--- src/rtl/spi_flash_pkg.sv ---
// spi_flash_pkg: opcodes and FSM state encoding shared by the SPI flash responder
package spi_flash_pkg;
  localparam logic [7:0] OP_READ  = 8'h03;
  localparam logic [7:0] OP_PROG  = 8'h02;
  localparam logic [7:0] OP_ERASE = 8'h20;
  localparam logic [7:0] OP_RDSR  = 8'h05;
  localparam logic [7:0] OP_WREN  = 8'h06;
  localparam logic [7:0] OP_WRDI  = 8'h04;
  typedef enum logic [2:0] {IDLE, CMD, ADDR, READ, STATUS, PROG, IGNORE} st_t;
endpackage

--- src/rtl/spi_byte_shift.sv ---
// spi_byte_shift: synchronizes the SPI pins, detects edges, shifts bytes in and out MSB first (mode 0)
//   clk, rst          system clock, async active-low reset
//   spi_clk/cs/di     raw SPI pins from the initiator
//   tx_data           byte to send next, captured at each byte boundary
//   cs_fall, cs_rise  chip-select edge strobes
//   bit_in, byte_done strobe per received bit / per completed byte
//   rx_byte           received byte, complete when byte_done is high
//   spi_do            MISO
module spi_byte_shift (
  input  logic       clk,
  input  logic       rst,
  input  logic       spi_clk,
  input  logic       spi_cs,
  input  logic       spi_di,
  input  logic [7:0] tx_data,
  output logic       cs_fall,
  output logic       cs_rise,
  output logic       bit_in,
  output logic       byte_done,
  output logic [7:0] rx_byte,
  output logic       spi_do
);
  // [1:0] are the synchronizer flops, [2] is the previous value for edge detection
  logic [2:0] sck_s, cs_s;
  logic [1:0] di_s;
  logic [2:0] cnt;
  logic [6:0] rx;
  logic [7:0] tx;
  logic       do_r, sck_fall;
  assign bit_in    = sck_s[1] & ~sck_s[2] & ~cs_s[1];
  assign sck_fall  = ~sck_s[1] & sck_s[2] & ~cs_s[1];
  assign cs_fall   = ~cs_s[1] & cs_s[2];
  assign cs_rise   = cs_s[1] & ~cs_s[2];
  assign byte_done = bit_in & (cnt == 3'd7);
  assign rx_byte   = {rx, di_s[1]};
  assign spi_do    = do_r | spi_cs;
  always_ff @(posedge clk or negedge rst)
    if (!rst) begin
      sck_s <= '0;
      cs_s  <= '1;
      di_s  <= '0;
      cnt   <= '0;
      rx    <= '0;
      tx    <= '1;
      do_r  <= 1'b1;
    end else begin
      sck_s <= {sck_s[1:0], spi_clk};
      cs_s  <= {cs_s[1:0], spi_cs};
      di_s  <= {di_s[0], spi_di};
      if (cs_s[1]) begin
        cnt  <= '0;
        tx   <= '1;
        do_r <= 1'b1;
      end else begin
        if (bit_in) begin
          cnt <= cnt + 3'd1;
          rx  <= rx_byte[6:0];
          if (byte_done) tx <= tx_data;
        end
        // refill with ones so an unloaded byte idles MISO high
        if (sck_fall) begin
          do_r <= tx[7];
          tx   <= {tx[6:0], 1'b1};
        end
      end
    end
endmodule

--- src/rtl/spi_flash_resp.sv ---
// spi_flash_resp: SPI NOR flash responder emulating a small window of bytes (read, program, 4K erase, status, WREN/WRDI)
//   BASE_ADDR, MEM_BYTES  emulated window; BUSY_CNT  clk cycles wip stays set after program/erase
//   clk, rst              system clock, async active-low reset
//   spi_clk/cs/di/do      SPI mode 0 target pins
//   wip, wel              status bits 0 and 1
module spi_flash_resp
  import spi_flash_pkg::*;
#(
  parameter logic [23:0] BASE_ADDR = 24'h1ffd80,
  parameter int          MEM_BYTES = 16,
  parameter int          BUSY_CNT  = 1000
) (
  input  logic clk,
  input  logic rst,
  input  logic spi_clk,
  input  logic spi_cs,
  input  logic spi_di,
  output logic spi_do,
  output logic wip,
  output logic wel
);
  localparam int AW = $clog2(MEM_BYTES);
  localparam int BW = $clog2(BUSY_CNT + 1);
  st_t         st, st_nx, cmd_nx, addr_nx;
  logic [7:0]  cmd, rx_byte, tx_data, rd_byte;
  logic [23:0] addr, addr_full, cur, off;
  logic [1:0]  nb;
  logic        got, era, era_hit, hit, prog_we, erase_now;
  logic        cs_fall, cs_rise, bit_in, byte_done;
  logic [BW-1:0] busy;
  // stored inverted so that zero power-up state reads back as erased 8'hFF
  logic [7:0]  mem_n [MEM_BYTES];
  spi_byte_shift u_shift (
    .clk(clk), .rst(rst), .spi_clk(spi_clk), .spi_cs(spi_cs), .spi_di(spi_di),
    .tx_data(tx_data), .cs_fall(cs_fall), .cs_rise(cs_rise), .bit_in(bit_in),
    .byte_done(byte_done), .rx_byte(rx_byte), .spi_do(spi_do)
  );
  assign wip       = |busy;
  assign addr_full = {addr[15:0], rx_byte};
  // the first read byte is fetched in the same cycle the last address byte completes
  assign cur       = st == ADDR ? addr_full : addr;
  assign off       = cur - BASE_ADDR;
  assign hit       = off < 24'(MEM_BYTES);
  assign rd_byte   = hit ? ~mem_n[off[AW-1:0]] : 8'hFF;
  assign prog_we   = byte_done & (st == PROG) & hit;
  assign erase_now = cs_rise & era & era_hit & wel;
  always_comb begin
    cmd_nx  = rx_byte == OP_RDSR ? STATUS : wip ? IGNORE :
              (rx_byte == OP_READ || rx_byte == OP_PROG || rx_byte == OP_ERASE) ? ADDR : IGNORE;
    addr_nx = cmd == OP_READ ? READ : (cmd == OP_PROG && wel) ? PROG : IGNORE;
    st_nx   = cs_rise ? IDLE : cs_fall ? CMD : !byte_done ? st :
              st == CMD ? cmd_nx : (st == ADDR && nb == 2'd2) ? addr_nx : st;
    tx_data = ((st == CMD && rx_byte == OP_RDSR) || st == STATUS) ? {6'b0, wel, wip} :
              ((st == ADDR && nb == 2'd2 && cmd == OP_READ) || st == READ) ? rd_byte : 8'hFF;
  end
  always_ff @(posedge clk or negedge rst)
    if (!rst) st <= IDLE;
    else st <= st_nx;
  always_ff @(posedge clk or negedge rst)
    if (!rst) begin
      cmd     <= '0;
      addr    <= '0;
      nb      <= '0;
      got     <= 1'b0;
      era     <= 1'b0;
      era_hit <= 1'b0;
      wel     <= 1'b0;
      busy    <= '0;
    end else begin
      if (wip) busy <= busy - BW'(1);
      if (cs_fall) begin
        nb  <= '0;
        got <= 1'b0;
        era <= 1'b0;
      end
      // an erase only counts with exactly 24 address bits, so any extra bit cancels it
      if (bit_in && st == IGNORE) era <= 1'b0;
      if (byte_done && st == CMD) begin
        cmd <= rx_byte;
        wel <= wip ? wel : rx_byte == OP_WREN ? 1'b1 : rx_byte == OP_WRDI ? 1'b0 : wel;
      end
      if (byte_done && st == ADDR) begin
        nb      <= nb + 2'd1;
        addr    <= (nb == 2'd2 && cmd == OP_READ) ? addr_full + 24'd1 : addr_full;
        era     <= nb == 2'd2 && cmd == OP_ERASE;
        era_hit <= addr_full[23:12] == BASE_ADDR[23:12];
      end
      if (byte_done && st == READ) addr <= addr + 24'd1;
      if (byte_done && st == PROG) begin
        got       <= 1'b1;
        addr[7:0] <= addr[7:0] + 8'd1;
      end
      if (cs_rise && ((st == PROG && got) || (era && wel))) begin
        wel  <= 1'b0;
        busy <= BW'(BUSY_CNT);
      end
    end
  always_ff @(posedge clk)
    for (int i = 0; i < MEM_BYTES; i++)
      if (erase_now) mem_n[i] <= '0;
      else if (prog_we && off[AW-1:0] == AW'(i)) mem_n[i] <= mem_n[i] | ~rx_byte;
endmodule

--- config.mk ---
export PLATFORM = sky130hd
export DESIGN_NAME = spi_flash_resp
export DESIGN_NICKNAME = d
export VERILOG_FILES = /design/src/rtl/spi_flash_pkg.sv /design/src/rtl/spi_byte_shift.sv /design/src/rtl/spi_flash_resp.sv
export SDC_FILE = /design/constraint.sdc
export NUM_CORES = 1
export LEC_CHECK = 0
export CORE_ASPECT_RATIO = 2
export CORE_MARGIN = 2
export CORE_UTILIZATION = 47
export CTS_CLUSTER_SIZE = 8
export DETAILED_ROUTE_END_ITERATION = 12
export SYNTH_ARGS = -nofsm -noshare
export SYNTH_HDL_FRONTEND = slang
export SYNTH_SLANG_ARGS = --single-unit
--- constraint.sdc ---
create_clock -name clk -period 5.9 [get_ports clk]
set_input_delay 0.59 -clock clk [delete_from_list [all_inputs] [get_ports clk]]
set_output_delay 0.59 -clock clk [all_outputs]
set_load 0.005 [all_outputs]
Yosys cells after proc, flatten, opt, wreduce, memory -nomap -nowiden
Memories as Yosys holds them, arrays and structs flattened.
Index checks and enable logic that the tools add are counted.

storage, ports and cells
  flip-flop bits (word level) = 78
  input port bits = 5
  logic and storage cells = 271
  memories kept = 1
  output and inout bits = 3
  memory bits (writable) = 128

cells by class
  reduce and logical (&&, ||, !) cells = 55
  $lt $le $gt $ge = 1
  eq/ne operators = 34
  multiplexer cells = 105
  bitwise gates (word level) = 51
  add/subtract/negate cells = 7

memory list
  memory  depth  bits a word  rd ports  clocked after memory_dff  wr ports  RTL line              RTL
  mem_n   16     8            17        0                         16        spi_flash_resp.sv:32  logic [7:0] mem_n [MEM_BYTES];

operator list
  kind                      number
  $mux W8                   24
  $or A8 B8 Y8              16
  $mux W24                  4
  $mux W1                   61
  $add A24 B1 Y24 const B   2
  $mux W3                   11
  $eq A4 B4 Y1 const B      8
  $eq A8 B2 Y1 const B      4
  $logic_and A1 B1 Y1       30
  $eq A8 B3 Y1 const B      3
  $lt A24 B5 Y1 const B     1
  $sub A24 B21 Y24 const B  1
  $mux W10                  2
  $reduce_bool A3 Y1        6
  $or A1 B1 Y1              17
  $eq A4 B3 Y1 const B      4
  $eq A8 B6 Y1 const B      2
  $not A8 Y8                2
  $reduce_bool A2 Y1        7
  $and A1 B1 Y1             12
  $eq A12 B9 Y1 const B     1
  $eq A3 B3 Y1 const B      4
  $reduce_or A10 Y1         1
  $sub A10 B1 Y10 const B   1
  other kinds (16)          29

Longest topological paths before layout
Gate-level depths: netlist of run 1.
An unclocked memory read counts as a cell.

  depth after elaboration = 12
  mapped depth = 17
  mapped depth without buffers = 11

Cells and area by module
Synthesis of run 1 repeated with hierarchy kept, for this count alone.

second synthesis, totals
  cells, all modules = 1,290
  area, all modules = 11,706.2 µm²

by module, submodules not included
  module          seq. area each (µm²)  instances  cells an instance  area an instance (µm²)
  spi_flash_resp  5,119.9               1          1,197              10,545.1
  spi_byte_shift  690.7                 1          93                 1,161.1

Least setup slack after synthesis of run 1
No wires, ideal clock.

  path type = reg2reg
  start = register st[0]
  end = memory mem_n[0][0], enable pin
  clock period less this slack = 4.688 ns
  path slack = 1.212 ns
  arrival = 4.302 ns
  cell stages (with the launch flop) = 18
  library setup time = 0.387 ns
  path buffers = 6
  data required time = 5.513 ns
  cell sequence = dfrtp_1 > clkbuf_1 > nor3b_1 > buf_2 > buf_2 > buf_1 > nand2_1 > nand2_1 > ha_1 > clkbuf_1 > nor2_1 > mux2i_1 > nand3_1 > xnor2_1 > a211oi_1 > nand3_1 > clkbuf_1 > o31ai_1

RTL lines
  item                    RTL line              RTL
  start, declared         spi_flash_resp.sv:24  st_t st, st_nx, cmd_nx, addr_nx;
  start signal, assigned  spi_flash_resp.sv:58  else st <= st_nx;
  end, declared           spi_flash_resp.sv:32

==> results.cfg, run 1 <==
[run_status]
status = complete, no violations

[routing]
drc = 0
viasPerCell = 5.99
drt_iter0_drc = 789
avgRoutedWirePerCell_um = 22.4
first_pass_iters = 7
drt_wl_total_um = 36000
dr_total_vias = 9610
ant_nets = 0

[cts]
clkSlewWorstSetupHoldPaths_ps = 70
cts_root_buffer = clkbuf_16
numCtsBuffers = 29
clockBufferDepth = 3
cts_tree = built
cts_sinks = 206
cts_htree_levels = 1
clk_latency_ps = 580
post-cts-setup-buffers = 0

[pwr]
p_sw_w = 0.00104
p_seq_share_pct = 43.0
vdd_drop_max_mv = 0.183
p_leak_nw = 4.74
power.density_nw_per_um2 = 269
clockPowerShare_pct = 42.7
swShare_pct = 28.1
combinationalPowerShare_pct = 14.3
p_int_w = 0.00266

[worst_setup_path]
critPathMaxFanout = 20
worst_setup_path_start_kind = flop
worstSetupEndpointType = flop
required_ps = 6090
ff2ff_path_depth = 12
path_class = reg2reg
arrival_ps = 4920

[sta]
timing.final.crit_share_pct = 80.1
finalHoldViolCount = 0
fin_hold_ws_ps = 346
tightest_slew_ps = 910
fmax_ghz = 0.212
tns_ps = 0
slew_viol_final = 0
fin_skew_ps = 24.3
relSlewSlack_pct = 38.9
rsz0062_at_grt = false
finalSetupViolCount = 0
min_period_ps = 4720

[hold_path]
whs_path_depth = 0
hold_path_class = reg2reg

[grt]
overflow = 0
grt_pass1_wl_um = 56300
antenna_found_initial = 0
grt_max_degree = 45
grt_pass1_vias = 9624
grtUsageTotal_pct = 25.9

[synthesis]
synth_edf_count = 128
syn-mean-instance-area_um2 = 9.99
synthesis.nets = 1269
yosysWarnings = 0
synth-seq-area-share_pct = 46.5
async_reset_ff_share_pct = 37.9
yosysUniqueCellTypes = 71
ys_ff_latch = 206
synth_cells = 1252
netlist_area_um2 = 12500
ys.flop_type = edfxtp_1

[floorplan]
die_area_um2 = 28000
top_level_ports = 8
initial_core_util_pct = 47.6
die_h_um = 235
core_area_um2 = 26300
die_w_um = 119
rows = 84

[finish]
drive_above_1_share_pct = 14.9
syn2layout_area_growth_pct = 9.75
fill_cells = 2445
ff_latch_area_um2 = 5810
multi_input_area_um2 = 6200
nets = 1255
antennaDiodeCount = 0

[place]
routabilityCongestion = 0.952
hpwl_um = 25500
port_buffers = 7

[job]
drv_cap = 0
[registers in the layout, indices dropped and copies added (netlist names)]
name and cells:
u_shift.cnt 3, mem_n 128, u_shift.sck_s 3, u_shift.do_r 1, u_shift.cs_s 3, busy 10
cmd 8, era_hit 1, got 1, u_shift.di_s 2, wel 1, addr 24
nb 2, u_shift.tx 8, u_shift.rx 7, era 1, st 3
[final timing paths]
kind / from / end / slack [ps]
worst max-delay path: st[0] / mem_n[3][3] / 1180
worst min-delay path: u_shift.di_s[0] / u_shift.di_s[1] / 350
worst max register to register: st[0] / mem_n[3][3] / 1180
worst min register to register: u_shift.di_s[0] / u_shift.di_s[1] / 350
max in group asynchronous: rst / addr[1] / 4360
min in group asynchronous: rst / busy[9] / 520
[logic make-up (layout without fill, tap and decap cells)]
logic type	after synthesis	count (layout)	share of synthesized area, %
AO/OA/AOI/OAI	206	206	10.8
multiplexers	95	95	7.74
XOR/XNOR	33	33	2.31
AND/OR/NAND/NOR	589	589	27.3
adder cells (fa/ha/maj)	12	12	1.20
flip-flops	206	206	46.5
buffers and inverters	111	120	4.19
[layer usage]
layer / wire, µm / global-route usage [%] / vias up
met5: 0 / 0 / -
met4: 2040 / 14.2 / 0
met3: 1130 / 2.60 / 97
met2: 19600 / 48.6 / 231
met1: 13200 / 27.9 / 4725
li1: - / - / 4557
[synthesized netlist by cell type (all sizes together) (7+ instances only)]
cell type | count | area share (%)
nor3b | 8 | 0.48
o21ai | 32 | 1.3
nand4 | 13 | 0.65
buf | 28 | 1.7
xnor2 | 24 | 1.7
and2 | 10 | 0.50
nand3 | 39 | 1.6
ha | 12 | 1.2
nand2 | 90 | 2.7
nor3 | 154 | 9.1
o31a | 7 | 0.49
o22ai | 37 | 1.9
o31ai | 13 | 0.78
clkbuf | 65 | 2.0
o41ai | 7 | 0.49
nor2b | 88 | 4.4
mux2i | 81 | 6.5
a21oi | 61 | 2.4
edfxtp | 128 | 31
and3 | 14 | 0.70
inv | 15 | 0.45
dfrtp | 66 | 13
nand2b | 16 | 0.80
dfstp | 12 | 2.5
nor2 | 118 | 3.5
xor2 | 9 | 0.63
mux2 | 14 | 1.3
[power by group through the flow]
stage          combinational (W)  sequential [W]  clock, W
3_3_place_gp            0.000526         0.00161         0
2_1_floorplan           0.000344         0.00159         0
4_1_cts                 0.000530         0.00159   0.00161
3_5_place_dp            0.000528         0.00161         0
5_1_grt                 0.000557         0.00159   0.00166
6_report                0.000529         0.00159   0.00158
[per-stage QoR]
stage | util [%] | instances | setup slack (ps) | area (µm²) | total power, W
6_report | 52.2 | 1605 | 1180 | 13700 | 0.00369
3_3_place_gp | 49.0 | 1550 | 1200 | 12900 | 0.00214
4_1_cts | 52.2 | 1605 | 1150 | 13700 | 0.00373
5_1_grt | 52.2 | 1605 | 724 | 13700 | 0.00381
2_1_floorplan | - | 1252 | 1210 | 12500 | 0.00194
3_5_place_dp | 49.0 | 1550 | 1180 | 12900 | 0.00214
[layout make-up]
cell class	count	area share, %
Clock buffer	53	6.02
Clock inverter	1	0.146
Inverter	18	0.492
Multi-Input combinational cell	935	45.1
Sequential cell	206	42.3
Tap cell	344	3.14
Timing Repair Buffer	48	2.75
[cells in the final DEF, fill, tap and decap left out, drive strengths merged, types with 13 or more instances in the layout]
| cell type | count |
|---|---|
| nand2b | 16 |
| a21oi | 61 |
| buf | 41 |
| nor3 | 154 |
| o21ai | 32 |
| dfrtp | 66 |
| nand3 | 39 |
| nor2b | 88 |
| inv | 16 |
| nand4 | 13 |
| nand2 | 90 |
| clkbuf | 53 |
| nor2 | 118 |
| and3 | 14 |
| o22ai | 37 |
| xnor2 | 24 |
| mux2 | 14 |
| o31ai | 13 |
| mux2i | 81 |
| edfxtp | 128 |
[repair_timing]
action	in CTS	in global routing
hold buffers	1	0
hold endpoints to repair	23	0
gates resized for setup	0	0
[worst max-delay path: stages, from the launching register on]
cell       delay (ps)
dfrtp_1           470
nor3b_2           240
buf_4             310
nand2_1            90
nand2_1            70
ha_1              340
nor2_1             70
mux2i_1           410
nand3_1           150
xnor2_1           210
a2111oi_4         680
nand4b_4          520
o21ai_1           760
No activity file was read; power rests on OpenSTA's default activity.
==> run 2, diff against run 1 <==
==> constraint.sdc (replaced) <==
create_clock -name clk -period 4.5 [get_ports clk]
set_input_delay 0.45 -clock clk [delete_from_list [all_inputs] [get_ports clk]]
set_output_delay 0.45 -clock clk [all_outputs]
set_load 0.005 [all_outputs]
==> run 2 against run 1 <==
- first-iteration DRC count up 3.5%
- worst setup slack worse by 660 ps
- sequential cell count unchanged
- via count up 1.6%
- fmax up 19%
- clock power up 30%
- final cell count up 0.69%
- hold slack worse by 28 ps
- critical path type unchanged
==> results.cfg, run 2 (same netlist as run 1, synthesis figures left out) <==
[run_status]
status = complete, no violations

[sta]
setup_slack_ps = 515
min_period_ps = 3980
fin_skew_ps = 22.8
slew_viol_final = 0
finalHoldViolCount = 0
rsz0062_at_grt = false
timing.final.crit_share_pct = 88.5
tightest_slew_ps = 913
fmax_ghz = 0.251
tns_ps = 0
relSlewSlack_pct = 39.1
finalSetupViolCount = 0

[worst_setup_path]
slowest_delay_ps = 480
worstSetupEndpointType = flop
crit_top_cell = nand2_1
critPathMaxFanout = 13
critPathSlowestCell = dfrtp_1
critPathTopFamily = compound AO/OA/AOI/OAI gates
path_class = reg2reg
arrival_ps = 4180
startpoint = st[0]
worst-path-buf-inv = 0
worst_setup_path_start_kind = flop
crit_chain = nor3b_2 > nand2_1 > nand2_1 > ha_1 > nor2_1 > mux2i_1 > a221oi_1 > a2111o_1 > a21o_1 > nand4b_4 > o21ai_2
reg2reg_from = st[0]
required_ps = 4700

[cts]
clkSlewWorstSetupHoldPaths_ps = 60
cts_htree_levels = 1
cts_root_buffer = clkbuf_16
cts_sinks = 206
cts_tree = built
numCtsBuffers = 29
post-cts-setup-buffers = 0
clk_latency_ps = 570
clockBufferDepth = 3

[finish]
fill_cells = 2481
final_common_cell = edfxtp_1
reg_top3 = mem_n (128), addr (24), busy (10)
final_cell_mix = 128 x edfxtp_1, 118 x nor2_1, 90 x nand2_1, 88 x nor2b_1, 80 x mux2i_1
largest_reg_flops = 128
drive_above_1_share_pct = 16.0
syn2layout_area_growth_pct = 10.8
nets = 1267
antennaDiodeCount = 0
top_register = mem_n

[pwr]
vdd_drop_max_mv = 0.277
p_leak_nw = 4.81
power.density_nw_per_um2 = 350

[floorplan]
die_h_um = 235
die_w_um = 119
core_area_um2 = 26300
top_level_ports = 8
rows = 84
die_area_um2 = 28000
initial_core_util_pct = 47.6

[hold_path]
min_from = spi_cs
hold_path_class = in2reg

[grt]
antenna_found_initial = 0
overflow = 0
grt_max_degree = 73
grt_pass1_vias = 9974
grtUsageTotal_pct = 26.7
grt_pass1_wl_um = 57900

[place]
hpwl_um = 26200
routabilityCongestion = 0.942
preCtsSetupSlack_ps = 556
port_buffers = 7

[routing]
dr_total_vias = 9760
first_pass_iters = 5
avgRoutedWirePerCell_um = 23.0
ant_nets = 0
drt_wl_total_um = 37100
viasPerCell = 6.04
drc = 0
drt_iter0_drc = 817

[job]
drv_cap = 0
[run 2: cell types whose count changed in the layout (fill, tap and decap cells not counted)]
cell	change
o21ai_2	+4
clkbuf_1	-1
o21ai_1	-4
buf_12	+2
buf_4	+10
[run 2: final cells by class]
cell class | instances | area [µm²] | share of cell area (%)
Inverter | 18 | 67.6 | 0.488
Clock inverter | 1 | 20.0 | 0.144
Clock buffer | 52 | 822 | 5.93
Timing Repair Buffer | 60 | 493 | 3.56
Tap cell | 344 | 430 | 3.11
Multi-Input combinational cell | 935 | 6210 | 44.8
Sequential cell | 206 | 5810 | 41.9
[run 2: routing by layer]
metal | global-route usage (%) | vias to the layer above | routed length [µm]
li1 | - | 4572 | -
met3 | 2.94 | 113 | 1310
met5 | 0 | - | 0
met1 | 28.1 | 4819 | 13200
met2 | 49.4 | 256 | 19900
met4 | 17.0 | 0 | 2680
[run 2: through the flow]
step / total power, W / cell area [µm²] / utilization, % / hold WS, ps / cells
2_1_floorplan: 0.00254 / 12500 / - / 154 / 1252
3_3_place_gp: 0.00282 / 13000 / 49.5 / 335 / 1562
3_5_place_dp: 0.00282 / 13000 / 49.5 / 346 / 1562
4_1_cts: 0.00488 / 13900 / 52.7 / 305 / 1616
5_1_grt: 0.00500 / 13900 / 52.7 / 338 / 1616
6_report: 0.00485 / 13900 / 52.7 / 318 / 1616
[run 2: where the power goes]
group          internal [W]  switching, W  total [W]  leakage, nW
clock network       0.00122      0.000831    0.00205        0.400
logic              0.000237      0.000468   0.000705         2.51
registers           0.00203     0.0000649    0.00209         1.91
[run 2: worst paths after layout]
path                              endpoint  slack [ps]  cells after the start
max in group asynchronous  u_shift.di_s[1]        3110                      3
min                        u_shift.cs_s[0]         320                      1
max reg2reg                    mem_n[3][1]         520                     11
min reg2reg                u_shift.di_s[1]         350                      0
min in group asynchronous          busy[1]         360                      2
max                            mem_n[3][1]         520                     11
[run 2: repair_timing]
action	4_1_cts	5_1_grt
hold buffers	1	0
hold endpoints to repair	28	0
resized for setup	0	0
==> run 3, diff against run 2 <==
--- a/config.mk
+++ b/config.mk
@@ -6,10 +6,10 @@
 export NUM_CORES = 1
 export LEC_CHECK = 0
 export CORE_ASPECT_RATIO = 2
-export CORE_MARGIN = 2
 export CORE_UTILIZATION = 47
 export CTS_CLUSTER_SIZE = 8
 export DETAILED_ROUTE_END_ITERATION = 12
+export GPL_TIMING_DRIVEN = 0
 export SYNTH_ARGS = -nofsm -noshare
 export SYNTH_HDL_FRONTEND = slang
 export SYNTH_SLANG_ARGS = --single-unit
==> run 3 against run 2 <==
- worst setup slack worse by 510 ps
- sequential power about the same
- final cell count is 4.0% higher
- sequential share of layout area is 2.0 points lower
- clock skew is 8.0 ps higher
- combinational power rose by 13%
- register-to-register slack worse by 510 ps
- critical path depth is the same
- sequential cell count unchanged
- global-route usage up 4.9 points
- largest power group unchanged
- highest routed layer unchanged
==> results.cfg, run 3 (same netlist as run 1, synthesis figures left out) <==
[finish]
final_common_cell = edfxtp_1
drive_above_1_share_pct = 16.5
multi_input_area_um2 = 6430
reg_top3 = mem_n (128), addr (24), busy (10)
syn2layout_area_growth_pct = 16.3
nets = 1330
top_register = mem_n
fill_cells = 2334
largest_reg_flops = 128
final_cell_mix = 128 x edfxtp_1, 118 x nor2_1, 90 x nand2_1, 88 x nor2b_1, 85 x clkbuf_1
ff_latch_area_um2 = 5810

[cts]
cts_htree_levels = 1
cts_root_buffer = clkbuf_16
clockBufferDepth = 3
clkSlewWorstSetupHoldPaths_ps = 60
clk_latency_ps = 570
numCtsBuffers = 29
cts_sinks = 206
cts_tree = built

[worst_setup_path]
arrival_ps = 4930
critPathMaxFanout = 10
path_class = reg2reg
required_ps = 4940
worst_setup_path_start_kind = flop
worstSetupEndpointType = flop

[grt]
met3_usage_pct = 4.26
grt.busiest_layer = met2
antenna_found_initial = 0
overflow = 0
grt_use_met1_pct = 29.4
grtUsageTotal_pct = 31.6
use_met2_pct = 59.6
grt_pass1_vias = 10512
grt_pass1_wl_um = 64000
grt_max_degree = 54

[floorplan]
die_w_um = 117
rows = 84
top_level_ports = 8
initial_core_util_pct = 47.8
core_area_um2 = 26200
die_area_um2 = 27300
die_h_um = 233

[pwr]
p_leak_nw = 4.97
power.density_nw_per_um2 = 338
vdd_drop_max_mv = 0.272
total_power_w = 0.00492

[sta]
finalHoldViolCount = 0
finalSetupViolCount = 0
min_period_ps = 4500
fmax_ghz = 0.222
relSlewSlack_pct = 20.9
slew_viol_final = 0
tightest_slew_ps = 1190
timing.final.crit_share_pct = 99.9
fin_hold_ws_ps = 315
fin_skew_ps = 30.8

[place]
routabilityCongestion = 0.955
hpwl_um = 31500
port_buffers = 7

[run_status]
status = complete, no violations

[routing]
drt_iter0_drc = 715
drc = 0
dr_total_vias = 10213
drt_wl_total_um = 42300
avgRoutedWirePerCell_um = 25.2
viasPerCell = 6.08
ant_nets = 0
first_pass_iters = 5

[job]
drv_cap = 0

[hold_path]
hold_path_class = in2reg
==> run 3: final cells by class <==
type	instances	area share (%)
Clock inverter	1	0.138
Tap cell	344	2.96
Antenna cell	1	0.0172
Inverter	18	0.464
Sequential cell	206	40.0
Multi-Input combinational cell	935	44.2
Clock buffer	53	5.61
Timing Repair Buffer	33	3.22
Buffer	90	3.42
==> run 3: power breakdown <==
group          switching (W)  internal (W)
Combinational       0.000553      0.000245
Clock               0.000842       0.00121
Sequential         0.0000463       0.00203
==> run 3: metrics by stage <==
| step | std cells | instance area (µm²) | setup WS (ps) | util (%) | setup TNS [ps] |
|---|---|---|---|---|---|
| 2_1_floorplan | 1252 | 12500 | -188 | - | -14800 |
| 3_3_place_gp | 1603 | 13000 | -2230 | 49.8 | -385350 |
| 3_5_place_dp | 1605 | 13100 | -2190 | 50.0 | -377430 |
| 4_1_cts | 1674 | 14400 | 5.49 | 55.0 | 0 |
| 5_1_grt | 1680 | 14500 | -2.64 | 55.6 | -2.64 |
| 6_report | 1681 | 14600 | 3.15 | 55.6 | 0 |
==> run 3: metal layers <==
layer | part of all wire [%] | wire (µm)
met3 | 4.1 | 1720
met4 | 10 | 4360
met5 | 0 | 0
met2 | 54 | 22700
met1 | 32 | 13500
==> run 3: worst paths after layout <==
check | start | to | slack, ps | cells after the start
worst max-delay path | st[0] | u_shift.tx[2] | 3 | 11
worst min-delay path | spi_cs | u_shift.cs_s[0] | 320 | 1
worst max register to register | st[0] | u_shift.tx[2] | 3 | 11
worst min register to register | u_shift.sck_s[0] | u_shift.sck_s[1] | 350 | 0
max in group asynchronous | rst | addr[9] | 3510 | 3
min in group asynchronous | rst | u_shift.cnt[0] | 340 | 2
==> run 3: worst max-delay path, cell delays in order (launching register included) <==
cell and delay, ps:
dfrtp_1 380, clkbuf_1 210, nor3b_2 250, buf_4 200, mux2i_1 200, buf_2 400, clkdlybuf4s15_1 790, mux2i_1 240
a22oi_1 390, nand4_1 150, a2111oi_0 940, a2bb2oi_1 200
==> run 3: what timing repair did <==
action                                  CTS  global route
setup buffers                            16             6
cloned                                    0             1
resized for setup                        43            11
hold buffers                              1             0
hold endpoints to repair                 13             0
endpoints found under the setup margin  264           236
pin swaps                                12             5
